===== src/rtl/register_file16.sv =====
// register_file16: sixteen 32-bit registers, one-hot write/read selects.
// Optional R0 base-address zeroing under macro R0_BAOUT_EN.
module register_file16 (
  input  logic        clk,
  input  logic        clr,
  input  logic [15:0] r_in,
  input  logic [15:0] r_out,
  input  logic        ba_out,
  input  logic [31:0] bus_in,
  output logic [31:0] bus_out,
  output logic        rd_valid,
  output logic        sel_err
);

  logic [31:0] regs [16];
  logic [31:0] rdData;
  logic        wrOne;
  logic        wrMulti;
  logic        rdOne;
  logic        rdMulti;
  logic        baZero;

  assign wrOne   = $onehot(r_in);
  assign wrMulti = (r_in != 16'h0000) && !wrOne;
  assign rdOne   = $onehot(r_out);
  assign rdMulti = (r_out != 16'h0000) && !rdOne;

`ifdef R0_BAOUT_EN
  assign baZero = ba_out && (r_out == 16'h0001);
`else
  assign baZero = ba_out & 1'b0;
`endif

  // Register array: clear on clr, else load on a single legal write select.
  always_ff @(posedge clk) begin
    if (clr) begin
      for (int i = 0; i < 16; i++) regs[i] <= '0;
    end else if (wrOne) begin
      for (int i = 0; i < 16; i++)
        if (r_in[i]) regs[i] <= bus_in;
    end
  end

  // Sticky error on any multi-hot select; only clr clears it.
  always_ff @(posedge clk) begin
    if (clr) sel_err <= 1'b0;
    else if (wrMulti || rdMulti) sel_err <= 1'b1;
  end

  // Combinational read mux; illegal or empty selects read as zero.
  always_comb begin
    rdData = '0;
    for (int i = 0; i < 16; i++)
      if (r_out[i]) rdData = rdData | regs[i];
    rd_valid = rdOne;
    bus_out  = (rdOne && !baZero) ? rdData : 32'h0;
  end

endmodule


===== config.mk =====
export PLATFORM = sky130hd
export DESIGN_NAME = register_file16
export DESIGN_NICKNAME = d
export VERILOG_FILES = /design/src/rtl/register_file16.sv
export SDC_FILE = /design/constraint.sdc
export NUM_CORES = 1
export LEC_CHECK = 0
export ABC_AREA = 1
export BUFFER_PORTS_ARGS = -buffer_cell sky130_fd_sc_hd__buf_2
export CORE_UTILIZATION = 30
export CTS_BUF_LIST = sky130_fd_sc_hd__clkbuf_16
export DETAILED_ROUTE_END_ITERATION = 10
export GPL_TIMING_DRIVEN = 0
export PLACE_DENSITY_LB_ADDON = 0.3
export SLEW_MARGIN = 10
export SYNTH_ARGS = -nofsm -noshare
export SYNTH_HDL_FRONTEND = slang
export SYNTH_SLANG_ARGS = --single-unit

===== constraint.sdc =====
create_clock -name clk -period 6.2 [get_ports clk]
set_input_delay 0.31 -clock clk [delete_from_list [all_inputs] [get_ports clk]]
set_output_delay 0.31 -clock clk [all_outputs]
set_load 0.01 [all_outputs]

After elaboration in Yosys (flattened, before gate mapping) --
Memories as Yosys holds them, arrays and structs flattened. Cells that the tools add are included.
Word-level totals: register bits after elaboration 1, memory bits (writable) 512, input port bits 67, output and inout port bits 34, logic and storage cells 171, memories kept 1
Cells by class: add/sub/neg operators 30, equality and inequality tests 2, multiplexer cells 99, bitwise gates (word level) 31, reduce and logical (&&, ||, !) cells 7
Memory list:
- regs | depth 16, bits a word 32, read ports 16, clocked after memory_dff 0, wr ports 16, RTL line 15 | logic [31:0] regs [16];
Operators with widths (number):
- $mux W32 | 33
- $or A32 B32 Y32 | 15
- $mux W1 | 66
- $add A1 B1 Y2 | 16
- $reduce_bool A16 Y1 | 2
- $add A2 B2 Y3 | 8
- $add A3 B3 Y4 | 4
- $or A1 B1 Y1 | 16
- $add A4 B4 Y5 | 2
- $eq A5 B1 Y1 const B | 2
- $logic_and A1 B1 Y1 | 2
- $logic_not A1 Y1 | 2
- $logic_or A1 B1 Y1 | 1

Longest topological paths before layout --
An unclocked memory read counts as a cell.
depth after elaboration 33, gate-level depth with buffers 21, depth with buffers taken out 20

Least setup slack after synthesis --
No wires, ideal clock.
path type input to register, from input port r_in[11], to memory regs[12][0], in the netlist regs[1][128] (enable), setup time 0.466 ns, arrival time 5.710 ns, data required time 5.734 ns, path slack 0.025 ns, stages 17, buffers on the path 0, cells stage by stage fa_1 -> inv_1 -> fa_1 -> inv_1 -> fa_1 -> inv_1 -> fa_1 -> inv_1 -> ha_1 -> inv_1 -> fa_1 -> nand2_1 -> inv_1 -> nand2_1 -> nor2_1 -> nand2_1 -> o21ai_0
RTL lines:
- from (decl) | RTL line 6 | input logic [15:0] r_in,
- to (decl) | RTL line 15

Final worst setup path --
from input port r_out[12], to output port bus_out[21]
Between the ends: longest elaborated chain between the ends 8, elaborated cells between the ends (all ways) 13, classes of those cells add/sub (4); eq/ne (1); mux (5); bitwise (3)
RTL lines:
- from (decl) | RTL line 7 | input logic [15:0] r_out,
- branches (longest 7 deep; another with $add A4 B4 Y5)
- $mux W32 * | RTL line 56 | bus_out = (rdOne && !baZero) ? rdData : 32'h0;
- to (decl) | RTL line 10 | output logic [31:0] bus_out,
Mark *: on every way between the ends.

==> impl_metrics.json <==
{
  "status": "completed",
  "timing.rr.end": "sel_err",
  "min_period_ns": 5.85,
  "final.setup_skew_ns": 0,
  "regToRegSetupSlack_ns": 5.57,
  "grt_max_degree": 33,
  "seq_area_frac_synth_pct": 70.4,
  "io_pins": 101,
  "ys.flop_type": "edfxtp_1",
  "synth_fp_nets": 2025,
  "hold_depth": 3,
  "fin_total_pwr_uw": 10900,
  "finalHoldViolCount": 0,
  "die-area_sq_um": 74000,
  "first_global_vias": 15400,
  "cp-start-kind": "input port",
  "yosys-top-cells-area": "edfxtp_1, nand2_1, nor2_1",
  "drc_errors": 0,
  "dpl.cell_count": 2983,
  "cts_tree": "done",
  "grt_pass1_wl_mm": 114,
  "vdd_ir_drop_max_mv": 0.199,
  "num_rows": 98,
  "yosysMostFrequentCell": "nand2_1",
  "drive_gt1_share_pct": 15.5,
  "die_w_um": 272,
  "hold_start": "bus_in[20]",
  "end_kind": "output port",
  "grt_overflow": 0,
  "drv_cap": 0,
  "fmax_mhz": 171,
  "min_delay_worst_endpoint": "regs[0][180]",
  "drt_iter0_markers": 1811,
  "required_ns": 5.89,
  "cp_max_fo": 10,
  "nFillCells": 7149,
  "nets": 2187,
  "slew_headroom_pct": 7.28,
  "synth_edf_count": 512,
  "rsz0062_at_grt": "false",
  "netlist_instances": 1926,
  "wl_per_cell_um": 26.4,
  "powerDensity_nw_per_um2": 427,
  "clkSlewWorstSetupHoldPaths_ns": 0.06,
  "die_h_um": 272,
  "vias": 15600,
  "reg2reg_depth": 4,
  "synth_cell_types": 20,
  "syn_avg_cell_area_sq_um": 11.4,
  "numCtsBuffers": 54,
  "stdcell_count": 3078,
  "yosys_warnings": 0,
  "ctsLongestPathBuffers": 3,
  "syn2layout_area_growth_pct": 16.7,
  "final_antenna_net_count": 0,
  "tightest_slew_ns": 1.39,
  "cts_root_buf": "clkbuf_16",
  "postCtsSetupRepairBufs": 0,
  "syn-cell-area_sq_um": 21900,
  "synth_seq_cells": 513,
  "antenna_found_initial": 2,
  "dp_hpwl_mm": 50.3,
  "hp-class": "input port to register",
  "grt_use_total_pct": 21.9,
  "worstReg2RegStart": "sel_err",
  "yosysTopAreaCellShare_pct": 70.3,
  "gp_congestion": 0.863,
  "io_buffers": 94,
  "drv_slew": 0,
  "setup-violations-final": 0,
  "core_sq_um": 71900,
  "routed_via_density": 5.08,
  "critPathKind": "input port to output port",
  "start_util_pct": 30.4,
  "clock-sinks": 513,
  "synth_common_cells": "nand2_1, edfxtp_1, nor2_1",
  "insertion_delay_ns": 0.60,
  "synth_area_leader_cell": "edfxtp_1",
  "antenna_cells": 0,
  "worstPathArrival_ns": 5.54,
  "ys_async_sr_fraction_pct": 0,
  "power.leakage_uw": 0.00963,
  "drt-total-wl_mm": 81.3,
  "period_share_pct": 94.4,
  "h-tree-depth": 2,
  "drt_pass1_iterations": 6
}
[state kept, by name, summed over array words and instances (netlist names)]
signal and flops:
sel_err 1, regs 512
[cell type report]
| class | instances | area (sq um) | area share, % |
|---|---|---|---|
| clock inverter | 41 | 231 | 0.907 |
| buffer | 109 | 608 | 2.38 |
| inverter | 103 | 387 | 1.52 |
| clock buffer | 55 | 1380 | 5.39 |
| multi-input combinational | 1200 | 5570 | 21.8 |
| tap | 950 | 1190 | 4.66 |
| sequential | 513 | 15400 | 60.3 |
| timing repair buffer | 107 | 763 | 2.99 |
[through the flow]
step	setup slack (ns)	instance area (sq um)	hold slack (ns)	utilization, %	TNS, ns
final	0.346	25500	0.0540	35.5	0
after global routing	0.145	25500	0.0752	35.5	0
after global placement	-3.96	23500	0.543	32.7	-308.25
after CTS	0.0317	25500	0.0541	35.5	0
after detailed placement	0.0462	23900	0.542	33.3	0
after floorplan	0.0249	21900	0.549	-	0
[cell families after synthesis]
family / share of synthesized area [%]
simple gates: 21.7
flops: 70.4
compound gates: 0.824
buf+inv: 4.52
fa+ha+maj: 2.52
[per-layer routing]
| layer | part of all wire [%] | up-vias | track usage (%) |
|---|---|---|---|
| met1 | 39 | 7796 | 27.7 |
| met2 | 48 | 849 | 36.6 |
| li1 | - | 6792 | - |
| met5 | 0 | - | 0 |
| met3 | 8.6 | 197 | 3.78 |
| met4 | 4.8 | 0 | 10.2 |
[where the power goes]
part	switching (uW)	internal (uW)	total, uW
sequential	232	4910	5140
combinational	1990	719	2710
clock	1360	1680	3040
total	3590	7300	10900
[what timing repair did]
| action | in CTS | in global routing |
|---|---|---|
| endpoints found under the setup margin | 0 | 24 |
| hold buffers | 0 | 0 |
| gates resized for setup | 0 | 0 |
[worst max-delay path: stages]
cell	delay (ns)
buf_2	0.29
clkbuf_2	0.64
inv_1	0.15
fa_1	0.53
inv_1	0.05
fa_1	0.51
inv_1	0.05
fa_1	0.44
inv_1	0.07
ha_1	0.16
inv_1	0.07
fa_1	0.43
inv_1	0.07
nand2_1	0.04
nand2_1	0.05
nor2_1	0.04
nand2_1	0.41
clkbuf_1	0.76
a21oi_1	0.25
buf_2	0.22
[cells in the final DEF (no fill, tap or decap), drive strengths merged, types with 20 or more instances in the layout]
cell type	netlist	routed
a21oi	34	34
buf	49	156
clkbuf	61	115
clkinv	5	28
edfxtp	512	512
fa	20	20
inv	98	113
nand2	571	571
nand4	126	126
nor2	430	430
[worst max-delay path by stage]
stage                     startpoint            to  slack (ns)  cells after the start
after detailed placement   r_out[10]   bus_out[21]        0.05                     18
after floorplan             r_in[11]  regs[1][128]        0.02                     17
after CTS                  r_out[10]   bus_out[21]        0.03                     20
after global placement      r_in[11]   regs[1][76]       -3.96                     18
after global routing       r_out[12]   bus_out[21]        0.15                     20
final                      r_out[12]   bus_out[21]        0.35                     20
(Power assumes the default switching activity.)
